--- config.mk ---
export PLATFORM = sky130hd
export DESIGN_NAME = clock_mode_ctrl
export DESIGN_NICKNAME = d
export VERILOG_FILES = /design/src/rtl/clock_pkg.sv /design/src/rtl/mode_idle_timer.sv /design/src/rtl/clock_mode_ctrl.sv
export SDC_FILE = /design/constraint.sdc
export NUM_CORES = 1
export LEC_CHECK = 0
export CAP_MARGIN = 25
export CORE_ASPECT_RATIO = 0.9
export CORE_MARGIN = 3
export CORE_UTILIZATION = 50
export DETAILED_ROUTE_END_ITERATION = 7
export MAX_ROUTING_LAYER = met4
export PLACE_DENSITY = 0.77
export REMOVE_ABC_BUFFERS = 1
export SLEW_MARGIN = 20
export SYNTH_ARGS = -nofsm -noshare
export SYNTH_HDL_FRONTEND = slang
export SYNTH_SLANG_ARGS = --single-unit
--- constraint.sdc ---
create_clock -name clk -period 1.85 [get_ports clk]
set_input_delay 0.37 -clock clk [delete_from_list [all_inputs] [get_ports clk]]
set_output_delay 0.37 -clock clk [all_outputs]
set_load 0.1 [all_outputs]
--- src/rtl/clock_pkg.sv ---
// Shared types and helpers for the alarm-clock mode controller.
package clock_pkg;

  typedef enum logic [2:0] {
    CLOCK   = 3'd0,
    SET_TM  = 3'd1,
    SET_AL  = 3'd2,
    SW_STOP = 3'd3,
    SW_RUN  = 3'd4,
    SW_LAP  = 3'd5
  } clk_mode_t;

  localparam int unsigned MAX_ALARMS = 8;

  function automatic int unsigned alarm_idx_w(input int unsigned n);
    return (n > 1) ? $clog2(n) : 1;
  endfunction

endpackage

--- src/rtl/mode_idle_timer.sv ---
// Saturating idle counter; expire flags the last idle cycle before auto-return.
module mode_idle_timer #(
  parameter int unsigned TIMEOUT_CYC = 1000
) (
  input  logic clk,
  input  logic rst,
  input  logic run,
  input  logic clr,
  output logic expire
);

  localparam int unsigned CW = $clog2(TIMEOUT_CYC + 1);
  localparam logic [CW-1:0] CNT_LAST = CW'(TIMEOUT_CYC - 1);
  localparam logic [CW-1:0] CNT_TOP  = CW'(TIMEOUT_CYC);

  logic [CW-1:0] r_cnt;

  always_ff @(posedge clk) begin
    if (rst || !run || clr)
      r_cnt <= '0;
    else if (r_cnt != CNT_TOP)
      r_cnt <= r_cnt + 1'b1;
  end

  // Activity in the same cycle suppresses expiry.
  assign expire = run && !clr && (r_cnt == CNT_LAST);

endmodule

--- src/rtl/clock_mode_ctrl.sv ---
// Mode sequencer for clock / set-time / set-alarm / stopwatch, with alarm
// slot stepping, lap hold, background stopwatch and set-mode timeout.
module clock_mode_ctrl
  import clock_pkg::*;
#(
  parameter int unsigned N_ALARMS    = 2,
  parameter int unsigned TIMEOUT_CYC = 1000,
  parameter bit          BG_RUN      = 1'b1
) (
  input  logic                                clk,
  input  logic                                rst,
  input  logic                                set_time,
  input  logic                                set_alarm,
  input  logic                                stop_watch,
  input  logic                                strtStp,
  input  logic                                lap,
  input  logic                                adj_act,
  output logic                                enable_time,
  output logic                                enable_sw,
  output logic                                sel_sw,
  output logic                                sel_alarm,
  output logic                                en_time_chng,
  output logic                                en_alarm_chng,
  output logic [alarm_idx_w(N_ALARMS)-1:0]    alarm_idx,
  output logic                                lap_hold,
  output logic                                sw_clr,
  output logic                                timeout,
  output logic [2:0]                          state
);

  localparam int unsigned IDX_W = alarm_idx_w(N_ALARMS);
  localparam logic [IDX_W-1:0] IDX_LAST = IDX_W'(N_ALARMS - 1);

  clk_mode_t        r_state, w_state_nx;
  logic [IDX_W-1:0] r_idx, w_idx_nx;
  logic             r_sw_running, w_run_nx;
  logic             r_sw_clr, w_clr_nx;
  logic             r_timeout, w_to_nx;
  logic             w_expire;
  logic             w_bg;

  generate
    if (TIMEOUT_CYC > 0) begin : g_timer
      logic w_idle_run, w_idle_clr;
      assign w_idle_run = (r_state == SET_TM) || (r_state == SET_AL);
      assign w_idle_clr = adj_act | set_time | set_alarm | stop_watch;
      mode_idle_timer #(.TIMEOUT_CYC(TIMEOUT_CYC)) u_idle (
        .clk    (clk),
        .rst    (rst),
        .run    (w_idle_run),
        .clr    (w_idle_clr),
        .expire (w_expire)
      );
    end else begin : g_no_timer
      assign w_expire = 1'b0;
    end
  endgenerate

  always_comb begin
    w_state_nx = r_state;
    w_idx_nx   = r_idx;
    w_run_nx   = r_sw_running;
    w_clr_nx   = 1'b0;
    w_to_nx    = 1'b0;
    case (r_state)
      CLOCK: begin
        if (set_time)
          w_state_nx = SET_TM;
        else if (set_alarm) begin
          w_state_nx = SET_AL;
          w_idx_nx   = '0;
        end else if (stop_watch)
          w_state_nx = (BG_RUN && r_sw_running) ? SW_RUN : SW_STOP;
      end
      SET_TM: begin
        if (set_time)
          w_state_nx = CLOCK;
        else if (w_expire) begin
          w_state_nx = CLOCK;
          w_to_nx    = 1'b1;
        end
      end
      SET_AL: begin
        if (set_alarm) begin
          if (r_idx == IDX_LAST) begin
            w_state_nx = CLOCK;
            w_idx_nx   = '0;
          end else
            w_idx_nx = r_idx + 1'b1;
        end else if (w_expire) begin
          w_state_nx = CLOCK;
          w_idx_nx   = '0;
          w_to_nx    = 1'b1;
        end
      end
      SW_STOP, SW_RUN, SW_LAP: begin
        if (stop_watch) begin
          w_state_nx = CLOCK;
          if (!BG_RUN) w_run_nx = 1'b0;
        end else if (strtStp) begin
          w_state_nx = (r_state == SW_STOP) ? SW_RUN : SW_STOP;
          w_run_nx   = (r_state == SW_STOP);
        end else if (lap) begin
          if (r_state == SW_STOP)     w_clr_nx   = 1'b1;
          else if (r_state == SW_RUN) w_state_nx = SW_LAP;
          else                        w_state_nx = SW_RUN;
        end
      end
      default: w_state_nx = CLOCK;
    endcase
  end

  always_ff @(posedge clk) begin
    if (rst) begin
      r_state      <= CLOCK;
      r_idx        <= '0;
      r_sw_running <= 1'b0;
      r_sw_clr     <= 1'b0;
      r_timeout    <= 1'b0;
    end else begin
      r_state      <= w_state_nx;
      r_idx        <= w_idx_nx;
      r_sw_running <= w_run_nx;
      r_sw_clr     <= w_clr_nx;
      r_timeout    <= w_to_nx;
    end
  end

  assign w_bg = BG_RUN & r_sw_running;

  always_comb begin
    enable_time   = 1'b1;
    enable_sw     = w_bg;
    sel_sw        = 1'b0;
    sel_alarm     = 1'b0;
    en_time_chng  = 1'b0;
    en_alarm_chng = 1'b0;
    lap_hold      = 1'b0;
    case (r_state)
      SET_TM: begin
        enable_time  = 1'b0;
        en_time_chng = 1'b1;
      end
      SET_AL: begin
        sel_alarm     = 1'b1;
        en_alarm_chng = 1'b1;
      end
      SW_STOP: begin
        enable_sw = 1'b0;
        sel_sw    = 1'b1;
      end
      SW_RUN: begin
        enable_sw = 1'b1;
        sel_sw    = 1'b1;
      end
      SW_LAP: begin
        enable_sw = 1'b1;
        sel_sw    = 1'b1;
        lap_hold  = 1'b1;
      end
      default: ;
    endcase
  end

  assign alarm_idx = r_idx;
  assign sw_clr    = r_sw_clr;
  assign timeout   = r_timeout;
  assign state     = r_state;

endmodule
==> results.ini <==
[synth]
synth_top_area_share_pct = 33.3
ys_ff_latch = 17
synth_cell_type_count = 38
yosys.area.top_type = dfxtp_1
synth_area_leaders = dfxtp_1 (33%), nor2_1 (7.7%), xnor2_1 (6.0%)
seq_area_frac_synth_pct = 33.3
ys.warnings.count = 0
syn-cell-area_sq_um = 1020
syn_area_per_cell_sq_um = 8.04
syn_inst = 127

[sta]
finClkSkew_ns = 0.00577
hold_viol_final = 0
period_share_pct = 97.2
worst-slew-pin-transition_ns = 0.419
slew_viol_final = 0
fmax_mhz = 556
setup_tns_ns = 0
relSlewSlack_pct = 71.8
min_period_ns = 1.80
setup_viol_count_final = 0

[detailed_routing]
drt_iter0_drc = 26
drt_wl_total_um = 3020
avgRoutedWirePerCell_um = 15.9
vias = 1076
first_pass_iters = 4
viasPerCell = 5.66
ant_nets = 0
drc = 0

[floorplanning]
dieArea_sq_um = 2620
die_h_um = 48.9
start_util_pct = 56.6
floorplan.rows = 14
die_x_um = 53.6
core-area_sq_um = 1800
ios = 21

[critical_path]
crit_path_max_fanout = 5
max_stage_delay_ns = 0.45
arrival_ns = 1.98
endpoint_kind = flip-flop
worstSetupPathDepth = 6
cp_top_family = compound AO/OA/AOI/OAI gates
critPathLaunchType = input pin
cp.buffers_inverters = 1
rrSetupSlack_ns = 0.19
crit_chain = clkdlybuf4s50_1 > or3b_1 > a211oi_2 > a211o_2 > a2bb2oi_1 > nor2_1
critical_path_required_ns = 2.04
worst-setup-path-type = input pin to flip-flop
critPathSlowestCell = clkdlybuf4s50_1
reg2regPathDepth = 5

[power]
clkPwrFrac_pct = 13.7
leakage_nw = 0.581
switching_share_pct = 46.1
p_total_w = 0.00149
p_int_w = 0.000805
peakVddDrop_v = 0.00102
seqPwrFrac_pct = 28.2
power.switching_w = 0.000689
pwr_density_cell_nw_per_um2 = 979
combPwrFrac_pct = 58.0

[layout]
diodes = 0
final_cells = 190
n_fill_cell = 106
synthToLayoutAreaGrowth_pct = 49.5
nets = 177
final_cell_mix = buf_4 (24), nor2_1 (21), dfxtp_1 (14)
drive_above_1_share_pct = 31.3
layout_commonest_cell = buf_4

[flow_run]
cap_violations = 0

[clock_tree]
clockRootBuffer = clkbuf_4
clock_latency_ns = 0.29
cts_buffer_depth = 2
clkSinkCount = 17
postCtsHoldBufs = 0
numCtsBuffers = 3
cts_tree = built
h-tree-depth = 1
clkTransAtPathRegs_ns = 0.10

[global_routing]
grt_pass1_vias = 1067
track_usage_pct = 26.2
grt_pass1_wl_um = 4910
antenna_found_initial = 0
grt_max_degree = 11
overflow = 0

[placement]
gp_congestion = 0.894
port-buffer-count = 20
dp_hpwl_um = 2100
dp_cells = 181

[hold_path]
hold_class = flip-flop to flip-flop
whs_path_depth = 2

[status]
outcome = finished, final reports clean

==> sequential cells by signal (all words and copies together) (netlist names) <==
| name | cells |
|---|---|
| g_timer.u_idle.r_cnt | 10 |
| alarm_idx | 1 |
| state | 3 |
| r_sw_running | 1 |
| timeout | 1 |
| sw_clr | 1 |
==> power by group through the flow <==
stage	combinational (W)	sequential (W)	clock, W
after floorplan	0.000361	0.000548	0
after global placement	0.000804	0.000432	0
after detailed placement	0.000812	0.000433	0
after CTS	0.000849	0.000420	0.000198
after global routing	0.000904	0.000424	0.000226
final	0.000867	0.000422	0.000205
==> cells in the mapped netlist <==
master	count
clkbuf_1	2
nor4_1	3
o31ai_1	1
a21oi_1	8
a211oi_2	1
nor3b_1	3
nand4b_1	1
buf_6	1
or3b_1	2
inv_1	9
nand3_1	5
mux2i_1	1
ha_1	2
a31oi_1	1
xnor2_1	7
dfxtp_1	17
nand3b_1	5
a2bb2oi_1	1
and3_1	1
nor3_2	2
a211o_2	1
a211oi_1	1
xor2_1	3
o21ai_0	3
nand4_1	1
nor4b_1	1
nor2_1	21
nand2b_1	2
buf_4	2
nor3_1	4
nand2_1	7
buf_2	2
or2_2	1
and2b_1	1
o41ai_2	1
a2111o_1	1
nor4_2	1
and4b_1	1
==> layout make-up <==
class	count	area [sq um]	area share, %
sequential	17	349	22.9
timing repair buffer	42	470	30.8
multi-input combinational	94	616	40.3
inverter	9	33.8	2.21
clock inverter	1	5.00	0.328
clock buffer	3	22.5	1.48
tap	24	30.0	1.97
==> through the flow <==
step | cell area (sq um) | setup slack (ns) | hold WS [ns] | utilization, %
floorplan | 977 | -2.16 | 0.439 | -
global placement | 1440 | -0.0816 | 0.503 | 79.8
detailed placement | 1440 | -0.144 | 0.522 | 79.8
CTS | 1500 | 0.0252 | 0.546 | 83.1
global route | 1530 | -0.0190 | 0.574 | 84.6
finish | 1530 | 0.0522 | 0.547 | 84.6
==> worst reg2reg max path, delay by kind of cell, from the launching register on <==
family | cells | cell delay, ns
and+or+nand+nor | 2 | 0.45
DFF | 1 | 0.39
AOI/OAI and AO/OA | 3 | 0.72
==> metal layers <==
metal / global-route usage [%] / part of all wire, % / vias up
met5: - / 0 / -
met4: 7.66 / 1.9 / 0
met3: 6.12 / 4.8 / 6
met2: 39.8 / 48 / 37
met1: 34.1 / 45 / 515
li1: - / - / 518
==> final timing paths <==
check                     startpoint                      end
max                              lap                 state[2]
min          g_timer.u_idle.r_cnt[9]  g_timer.u_idle.r_cnt[9]
max reg2reg                 state[1]                 state[2]
min reg2reg  g_timer.u_idle.r_cnt[9]  g_timer.u_idle.r_cnt[9]
==> what timing repair did <==
action	in CTS	in global routing
hold endpoints to repair	0	0
resized for setup	7	3
setup endpoints to repair	5	4
pin swaps	0	0
buffers inserted	3	2
==> cell families after synthesis <==
| logic type | after synthesis | synth area share [%] |
|---|---|---|
| xor+xnor | 10 | 8.58 |
| simple gates | 62 | 33.8 |
| flops | 17 | 33.3 |
| compound gates | 19 | 13.2 |
| buf+inv | 16 | 7.60 |
| fa+ha+maj | 2 | 2.45 |
| mux | 1 | 0.980 |
No activity file was read; power rests on OpenSTA's default activity.
